`src/rtl/jk_cmd_driver.sv`:
```
// jk_cmd_driver: queues 2-bit JK commands and plays each onto j/k for HOLD_CYCLES, then
// holds j=k=0 for SETTLE_CYCLES before pulsing done. JK_CMD_VERIFY_EN enables the q_fb check.
module jk_cmd_driver #(
  parameter int unsigned FIFO_DEPTH    = 4,
  parameter int unsigned HOLD_CYCLES   = 1,
  parameter int unsigned SETTLE_CYCLES = 1
) (
  input  logic       clk,
  input  logic       rst,
  input  logic       cmd_valid,
  input  logic [1:0] cmd,
  output logic       cmd_ready,
  output logic       j,
  output logic       k,
  input  logic       q_fb,
  output logic       busy,
  output logic       done,
  output logic       exp_q,
  output logic       err
);

  localparam int unsigned AW          = (FIFO_DEPTH > 1) ? $clog2(FIFO_DEPTH) : 1;
  localparam logic [AW:0] FULL_CNT    = (AW+1)'(FIFO_DEPTH);
  localparam logic [3:0]  HOLD_LOAD   = 4'(HOLD_CYCLES - 1);
  localparam logic [3:0]  SETTLE_LOAD = 4'(SETTLE_CYCLES - 1);

  typedef enum logic [1:0] {
    IDLE,
    DRIVE,
    SETTLE
  } state_e;

  state_e          state_q, state_d;
  logic [3:0]      cnt_q, cnt_d;
  logic [AW-1:0]   wr_ptr_q, wr_ptr_d;
  logic [AW-1:0]   rd_ptr_q, rd_ptr_d;
  logic [AW:0]     count_q, count_d;
  logic [1:0]      mem_q [FIFO_DEPTH];
  logic [1:0]      mem_d [FIFO_DEPTH];
  logic [1:0]      jk_q, jk_d;
  logic [1:0]      cmd_q, cmd_d;
  logic            done_q, done_d;
  logic            exp_state_q, exp_state_d;

  logic            push;
  logic            pop;
  logic            settle_last;
  logic            exp_next;
  logic [1:0]      head;

  // Ready looks only at the registered count so a same-cycle pop never opens a full FIFO.
  assign cmd_ready = (count_q != FULL_CNT);
  assign push      = cmd_valid && cmd_ready;
  assign head      = mem_q[rd_ptr_q];

  // FIFO storage and pointers; pointers wrap naturally because depth is a power of two.
  always_comb begin
    mem_d    = mem_q;
    wr_ptr_d = wr_ptr_q;
    rd_ptr_d = rd_ptr_q;
    count_d  = count_q;
    if (push) begin
      mem_d[wr_ptr_q] = cmd;
      wr_ptr_d        = wr_ptr_q + 1'b1;
    end
    if (pop) begin
      rd_ptr_d = rd_ptr_q + 1'b1;
    end
    case ({push, pop})
      2'b10:   count_d = count_q + 1'b1;
      2'b01:   count_d = count_q - 1'b1;
      default: count_d = count_q;
    endcase
  end

  always_ff @(posedge clk) begin
    mem_q <= mem_d;
  end

  // Next-state logic.
  always_comb begin
    state_d = state_q;
    cnt_d   = cnt_q;
    pop     = 1'b0;
    case (state_q)
      IDLE: begin
        if (count_q != '0) begin
          pop     = 1'b1;
          state_d = DRIVE;
          cnt_d   = HOLD_LOAD;
        end
      end
      DRIVE: begin
        if (cnt_q == '0) begin
          state_d = SETTLE;
          cnt_d   = SETTLE_LOAD;
        end else begin
          cnt_d = cnt_q - 1'b1;
        end
      end
      SETTLE: begin
        if (cnt_q == '0) begin
          state_d = IDLE;
        end else begin
          cnt_d = cnt_q - 1'b1;
        end
      end
      default: begin
        state_d = IDLE;
        cnt_d   = '0;
      end
    endcase
  end

  assign settle_last = (state_q == SETTLE) && (cnt_q == '0);

  always_comb begin
    case (cmd_q)
      2'b00:   exp_next = exp_state_q;
      2'b01:   exp_next = 1'b0;
      2'b10:   exp_next = 1'b1;
      default: exp_next = ~exp_state_q;
    endcase
  end

  // Output logic; j/k, done and exp_q are all registered.
  always_comb begin
    jk_d        = jk_q;
    cmd_d       = cmd_q;
    done_d      = 1'b0;
    exp_state_d = exp_state_q;
    case (state_q)
      IDLE: begin
        jk_d = '0;
        if (pop) begin
          jk_d  = head;
          cmd_d = head;
        end
      end
      DRIVE: begin
        if (cnt_q == '0) begin
          jk_d = '0;
        end
      end
      SETTLE: begin
        jk_d = '0;
        if (settle_last) begin
          done_d      = 1'b1;
          exp_state_d = exp_next;
        end
      end
      default: begin
        jk_d = '0;
      end
    endcase
  end

  always_ff @(posedge clk) begin
    if (rst) begin
      state_q     <= IDLE;
      cnt_q       <= '0;
      wr_ptr_q    <= '0;
      rd_ptr_q    <= '0;
      count_q     <= '0;
      jk_q        <= '0;
      cmd_q       <= '0;
      done_q      <= 1'b0;
      exp_state_q <= 1'b0;
    end else begin
      state_q     <= state_d;
      cnt_q       <= cnt_d;
      wr_ptr_q    <= wr_ptr_d;
      rd_ptr_q    <= rd_ptr_d;
      count_q     <= count_d;
      jk_q        <= jk_d;
      cmd_q       <= cmd_d;
      done_q      <= done_d;
      exp_state_q <= exp_state_d;
    end
  end

  assign j     = jk_q[1];
  assign k     = jk_q[0];
  assign done  = done_q;
  assign exp_q = exp_state_q;
  assign busy  = (state_q != IDLE) || (count_q != '0);

`ifdef JK_CMD_VERIFY_EN
  logic err_q, err_d;

  // q_fb is sampled on the final settle edge so err rises together with done.
  always_comb begin
    err_d = err_q;
    if (settle_last && (q_fb != exp_next)) begin
      err_d = 1'b1;
    end
  end

  always_ff @(posedge clk) begin
    if (rst) begin
      err_q <= 1'b0;
    end else begin
      err_q <= err_d;
    end
  end

  assign err = err_q;
`else
  logic unused_q_fb;
  assign unused_q_fb = q_fb;
  assign err         = 1'b0;
`endif

endmodule
```
`config.mk`:
```
export PLATFORM = sky130hd
export DESIGN_NAME = jk_cmd_driver
export DESIGN_NICKNAME = d
export VERILOG_FILES = /design/src/rtl/jk_cmd_driver.sv
export SDC_FILE = /design/constraint.sdc
export NUM_CORES = 1
export LEC_CHECK = 0
export ABC_AREA = 1
export CAP_MARGIN = 20
export CORE_MARGIN = 4
export CORE_UTILIZATION = 50
export CTS_CLUSTER_SIZE = 28
export DETAILED_ROUTE_END_ITERATION = 10
export PLACE_DENSITY = 0.83
export REMOVE_ABC_BUFFERS = 1
export SYNTH_ARGS = -nofsm -noshare
export SYNTH_HDL_FRONTEND = slang
export SYNTH_SLANG_ARGS = --single-unit
```
`constraint.sdc`:
```
create_clock -name clk -period 1.98 [get_ports clk]
set_clock_uncertainty 0.1 [all_clocks]
set_input_delay 0.297 -clock clk [delete_from_list [all_inputs] [get_ports clk]]
set_output_delay 0.297 -clock clk [all_outputs]
set_load 0.02 [all_outputs]
```
Word level (Yosys, flattened, before mapping). Cells that the tools add are included.

Bits in registers: 27. Bits in latches: 0. Bits in writable memories: 0. Memory bits (read-only): 0. Bits of input ports: 6. Memories kept: 0.

Add/subtract/negate cells: 5. Multipliers: 0. Div/mod/pow operators: 0. Order comparisons: 3. Equality and inequality tests: 11. Shift operators: 0. Multiplexer cells: 21. Bitwise logic cells: 5. Reductions and logical operators: 15.

Operator list (number): $mux 2 (7); $mux 4 (3); $pmux 4 s3 (1); $bwmux 8 (1); $ne 2x2->1 const B (4); $eq 2x1->1 const B (3); $eq 2x2->1 const B (3); $ge 3x3->1 const B (2); $not 2->3 (2); $pmux 2 s3 (1); $pmux 3 s2 (1); $reduce_and 3->1 (2); $add 2x1->2 const B (2); $bmux 2 s2 (1); $demux 2 s2 (1); $logic_not 2->1 (2); $logic_not 4->1 (1); $pmux 2 s2 (1); $reduce_and 2->1 (2); $reduce_bool 2->1 (2); $sub 4x1->4 const B (1); $add 3x1->3 const B (1); $logic_and 1x1->1 (3); $lt 3x1->1 const B (1); 8 further kinds (12).

Longest topological paths before layout. Gate-level depths: netlist of the first run.

Depth after elaboration: 6. Depth in mapped cells: 11. Mapped depth without buffers: 11.

Worst setup path after synthesis of the first run. No wires, ideal clock.

Path type: flip-flop to flip-flop. From: register count_q[0]. To: register count_q[2]. Setup time: 122 ps. Data arrival time: 1804 ps. Required time: 1758 ps. Setup slack: -46 ps. Stages on the path, launching flop included: 11. Clock period less this slack: 2026 ps. Cells stage by stage: dfxtp_1 > nor2_4 > nand2_1 > nand2_2 > ha_1 > inv_1 > fa_1 > a21oi_1 > o21ai_0 > o21ai_0 > a21oi_1.

Elaborated cells on any way between the ends: 11.

RTL lines: start: declaration (RTL line 37) `logic [AW:0] count_q, count_d;`; start signal: assignment (RTL line 174) `count_q <= count_d;`; $ne 3x3->1 * (RTL line 52) `assign cmd_ready = (count_q != FULL_CNT);`; via cmd_ready (RTL line 12) `output logic cmd_ready,`; $logic_and 1x1->1 * (RTL line 53) `assign push = cmd_valid && cmd_ready;`; $eq 2x1->1 / $eq 2x2->1 (equally long branches) (RTL line 69) `case ({push, pop})`; $pmux 3 s2 / $reduce_bool 2->1 (equally long branches).

The timed path passes the listed nets; every way through them passes the cells marked *. A chain may end at the register's enable or synchronous reset.

Worst setup path in the final report of the first run.
From: register state_q[0]. To: register count_q[2].

Cells in the longest elaborated chain, start to end: 4. Elaborated cells on any way between the ends: 6.

RTL lines: start: declaration (RTL line 33) `state_e state_q, state_d;`; start signal: assignment (RTL line 170) `state_q <= state_d;`; $logic_not 2->1 * (RTL line 85) `case (state_q)`; $mux 1 * (RTL line 85); via pop (RTL line 46) `logic pop;`; $eq 2x1->1 / $eq 2x2->1 (equally long branches) (RTL line 69); $pmux 3 s2 / $reduce_bool 2->1 (equally long branches).

Marks and branches as above.

==> results of run 1 <==
[repair_timing]
| item | CTS | global route |
|---|---|---|
| setup endpoints to repair | 2 | 3 |
| resized for setup | 3 | 11 |
| cloned | 0 | 0 |
| pin swaps | 0 | 2 |
| buffers inserted | 0 | 4 |
[synthesized netlist by cell type (2+ instances only)]
cell type / instances / area, sq um
ha_1: 11 / 138
o21ai_0: 11 / 55.1
nand2_1: 34 / 128
edfxtp_1: 8 / 240
nand3_1: 12 / 60.1
inv_1: 26 / 97.6
inv_2: 2 / 7.51
a21oi_1: 15 / 75.1
nand2_2: 4 / 25.0
dfxtp_1: 19 / 380
buf_4: 2 / 15.0
nor2_1: 12 / 45.0
[stage by stage]
step	instances	setup TNS, ns	hold slack, ns	setup WS, ns	total power [uW]
after floorplan	164	-0.0461	0.266	-0.0461	1840
after global placement	211	-0.0170	0.352	-0.0170	2210
after detailed placement	211	-0.0875	0.362	-0.0875	2290
after CTS	215	0	0.382	0.00256	2520
after global routing	219	-0.00782	0.389	-0.00782	2880
final	219	0	0.378	0.107	2630
[metal layers]
layer / vias to the layer above / GRT usage (%) / part of all wire [%]
li1: 578 / - / -
met1: 502 / 17.0 / 41
met2: 33 / 27.3 / 53
met3: 4 / 2.77 / 4.1
met4: 0 / 6.50 / 2.0
met5: - / 0 / 0
[where the power goes]
group / leakage, uW / switching [uW] / internal, uW
Combinational: 0.000458 / 880 / 659
Clock: 0.0000139 / 162 / 77.2
Sequential: 0.000231 / 112 / 736
[area by class of cell]
type                            instances  area (sq um)
Inverter                               28           105
Timing Repair Buffer                   21           181
Sequential cell                        27           629
Tap cell                               30          37.5
Fill cell                             216           907
Clock inverter                          1          7.51
Clock buffer                            3          22.5
Multi-Input combinational cell        109           654
[worst max-delay path, stage by stage (launching register included)]
cell and delay (ns):
dfxtp_2 0.36, inv_2 0.08, ha_4 0.14, nand2_2 0.06
inv_2 0.06, ha_1 0.13, inv_1 0.06, fa_1 0.38
a21oi_1 0.16, o21ai_1 0.10, o21ai_1 0.12, a21oi_1 0.05
[cells by family (layout without fill, tap and decap cells)]
| family | Yosys count | count (layout) | share of synthesized area [%] |
|---|---|---|---|
| and+or+nand+nor | 69 | 69 | 24.6 |
| adders and majority gates | 12 | 12 | 11.4 |
| buffers and inverters | 30 | 53 | 8.70 |
| AOI/OAI and AO/OA | 27 | 27 | 10.1 |
| DFF | 27 | 27 | 45.0 |
| other | 1 | 1 | 0.272 |
[state kept, by name, indices dropped and copies added, names as in the netlist]
register / cells
cmd_q: 2
cnt_q: 4
count_q: 3
done: 1
exp_q: 1
jk_q: 2
mem_q: 8
rd_ptr_q: 2
state_q: 2
wr_ptr_q: 2
[path summary, 6_finish.rpt]
check / cells after the start / end / from
worst min-delay path: 2 / cmd_q[0] / cmd_q[0]
worst max register to register: 11 / count_q[2] / state_q[0]
worst max-delay path: 11 / count_q[2] / state_q[0]
worst min register to register: 2 / cmd_q[0] / cmd_q[0]
==> impl_metrics.json, run 1 <==
{
  "fmax_mhz": 534,
  "wl_mm": 2.50,
  "hold_viol_final": 0,
  "cts_buffers": 3,
  "htree_num_levels": 1,
  "worstSetupStartpointType": "flop",
  "initialDrtViolationCount": 33,
  "drt.antenna.violating_nets": 0,
  "cts_sinks": 27,
  "ir_worst_vdd_uv": 1050,
  "hold_path.class": "flop to flop",
  "slew_violations": 0,
  "cp.required_ns": 2.10,
  "leakagePower_uw": 0.000703,
  "synth.yosys.seq_area_share_pct": 45.0,
  "syn2layout_area_growth_pct": 18.7,
  "grt_pass1_vias": 1044,
  "die_w_microns": 60.5,
  "layout_common_cells": "nand2_1 (33), inv_1 (24), a21oi_1 (15), dfxtp_1 (14)",
  "floorplan.initialDensity_pct": 54.2,
  "fin_crit_ns": 1.87,
  "die_y_microns": 60.5,
  "synth_area_per_cell_sq_um": 8.31,
  "wl_per_cell_microns": 11.4,
  "io_buffers": 10,
  "critPathKind": "flop to flop",
  "grtUsageTotal_pct": 15.0,
  "hpwl_mm": 1.88,
  "fin_util_pct": 64.4,
  "synthCells": 166,
  "setup_viol": 0,
  "power_density_nw_per_um2": 1600,
  "cts_tree": "yes",
  "cp_max_fo": 3,
  "antenna_found_initial": 0,
  "dpl_cell_area_sq_um": 1560,
  "maxCapViolations": 0,
  "drt_pre_antenna_iters": 5,
  "grt_max_degree": 17,
  "fin_nets": 208,
  "ys_types": 22,
  "cts.path.max_buffers": 2,
  "synth-main-ff-cell": "dfxtp_1",
  "route.detailed.drc": 0,
  "row_count": 18,
  "grt_pass1_wl_mm": 4.08,
  "final_common_cell": "nand2_1",
  "cts_hold_repair.buffers": 0,
  "coreArea_sq_um": 2540,
  "endpoint_kind": "flop",
  "clk_latency_ns": 0.32,
  "yosys_warnings": 0,
  "via_count": 1117,
  "ff2ff_setup_slack_ns": 0.11,
  "grt_overflow": 0,
  "diodes": 0,
  "synth_area_sq_um": 1380,
  "gp_congestion": 0.849,
  "synth_edf_count": 8,
  "status": "finished, final reports clean",
  "viasPerCell": 5.10,
  "ios": 13,
  "synth_seq_cells": 27,
  "die_area_sq_um": 3660,
  "cts_root_buf": "clkbuf_4",
  "drive_above_1_share_pct": 19.0,
  "stdcell_area_sq_um": 1640,
  "path_clk_slew_ns": 0.15,
  "synthArstFlopShare_pct": 0,
  "cp.arrival_ns": 1.99,
  "period_share_pct": 94.6
}
Power figures use the tool's default switching activity.
==> run 2: changes to the inputs <==
Settings changed: CORE_ASPECT_RATIO set to 0.5.
==> impl_metrics.json, run 2 (synthesized netlist as in run 1, its figures left out) <==
{
  "status": "finished, final reports clean",
  "cp.depth": 11,
  "period_share_pct": 91.8,
  "whs_ns": 0.369,
  "dp_slack_ns": -0.0765,
  "drive_above_1_share_pct": 15.7,
  "rsz0062_at_grt": "false",
  "fin_crit_ns": 1.82,
  "grt_max_degree": 15,
  "hold_path.class": "flop to flop",
  "drt.antenna.violating_nets": 0,
  "slowest_stage": "dfxtp_2",
  "cp_max_fo": 3,
  "setup_ws_ns": 0.162,
  "die_area_sq_um": 3720,
  "top_register": "mem_q",
  "final_common_cell": "nand2_1",
  "syn2layout_area_growth_pct": 17.9,
  "critPathKind": "flop to flop",
  "endpoint_kind": "flop",
  "power.total_uw": 2620,
  "diodes": 0,
  "layout_common_cells": "nand2_1 (34), inv_1 (24), dfxtp_1 (16), a21oi_1 (15)",
  "viasPerCell": 4.85,
  "antenna_found_initial": 0,
  "floorplan.initialDensity_pct": 52.7,
  "fin_nets": 204,
  "ios": 13,
  "pwr-share-seq_pct": 32.3,
  "grt_pass1_wl_mm": 4.16,
  "cts_sinks": 27,
  "path_clk_slew_ns": 0.09,
  "switching_share_pct": 43.0,
  "ff2ff_setup_slack_ns": 0.16,
  "coreArea_sq_um": 2620,
  "clk_latency_ns": 0.27,
  "internal_power_uw": 1490,
  "power_density_nw_per_um2": 1610,
  "initialDrtViolationCount": 42,
  "fin_tns_setup_ns": 0,
  "cp_slowest_stage_delay_ns": 0.34,
  "cts_buffers": 3,
  "drt_pre_antenna_iters": 4,
  "gp_congestion": 0.823,
  "p_sw_uw": 1130,
  "worstSetupStartpointType": "flop",
  "row_count": 13,
  "grt_pass1_vias": 1027,
  "fmax_mhz": 550,
  "leakagePower_uw": 0.000690,
  "wl_mm": 2.43,
  "comb_power_share_pct": 56.1,
  "hpwl_mm": 1.88,
  "hold_viol_final": 0,
  "wl_per_cell_microns": 10.9,
  "grt_overflow": 0,
  "top_regs": "mem_q x8, cnt_q x4, count_q x3",
  "finalNonFillerCells": 222,
  "largest_reg_flops": 8,
  "cts_tree": "yes",
  "r2r_cells": 11,
  "route.detailed.drc": 0,
  "cts_root_buf": "clkbuf_8",
  "cp.required_ns": 2.04,
  "maxCapViolations": 0,
  "slew_violations": 0,
  "min_path_cells": 2,
  "die_w_microns": 82.3,
  "ir_worst_vdd_uv": 832,
  "setup_viol": 0,
  "dp.cells": 218,
  "via_count": 1076,
  "path_delay_family": "adder cells",
  "io_buffers": 10,
  "htree_num_levels": 1,
  "path_buf_inv": 3,
  "cp.arrival_ns": 1.88,
  "crit_chain": "inv_2 > ha_4 > nand2_2 > inv_2 > ha_1 > inv_1 > fa_2 > a21oi_1 > o21ai_1 > o21ai_1 > a21oi_1",
  "p_clk_share_pct": 11.7,
  "die_y_microns": 45.2,
  "post_cts.repair.setup_buffers": 0,
  "cts.path.max_buffers": 2,
  "grtUsageTotal_pct": 15.0
}
==> run 2: metal layers <==
metal / track usage [%] / share of wire [%]
met5: 0 / 0
met4: 3.97 / 0.78
met3: 5.38 / 3.1
met2: 29.3 / 51
met1: 15.2 / 45
==> run 2: worst paths after layout <==
| path | end | from |
|---|---|---|
| worst max-delay path | count_q[2] | state_q[0] |
| worst min register to register | cnt_q[3] | cnt_q[3] |
| worst min-delay path | cnt_q[3] | cnt_q[3] |
| worst max register to register | count_q[2] | state_q[0] |
==> run 2: timing repair <==
item                                    4_1_cts  5_1_grt
hold buffers                                  0        0
pin swaps                                     0        1
resized for setup                             3        8
endpoints found under the setup margin        2        1
endpoints found under the hold margin         0        0
==> run 2: layout make-up <==
class | count | area [sq um]
repair buffers | 17 | 151
inverters | 28 | 105
fillers | 240 | 992
multi-input cells | 109 | 654
flip-flops and latches | 27 | 624
well taps | 37 | 46.3
clock buffers | 4 | 45.0
==> run 2: power groups by stage <==
stage / Clock (uW) / Combinational, uW / Sequential [uW]
floorplan: 0 / 995 / 849
global placement: 0 / 1390 / 837
detailed placement: 0 / 1440 / 848
CTS: 320 / 1450 / 835
global route: 337 / 1680 / 866
finish: 306 / 1470 / 845
==> run 2: per-stage QoR <==
step | utilization, % | area [sq um]
final | 62.1 | 1630
after global routing | 62.1 | 1630
after CTS | 61.5 | 1610
after detailed placement | 59.7 | 1560
after global placement | 59.7 | 1560
after floorplan | - | 1370
==> run 2: tightest hold or removal path, delay by kind of cell, from the launching register on <==
family           cells  cell delay, ns
AO/OA/AOI/OAI        1            0.05
flip-flops           1            0.32
AND/OR/NAND/NOR      1            0.06
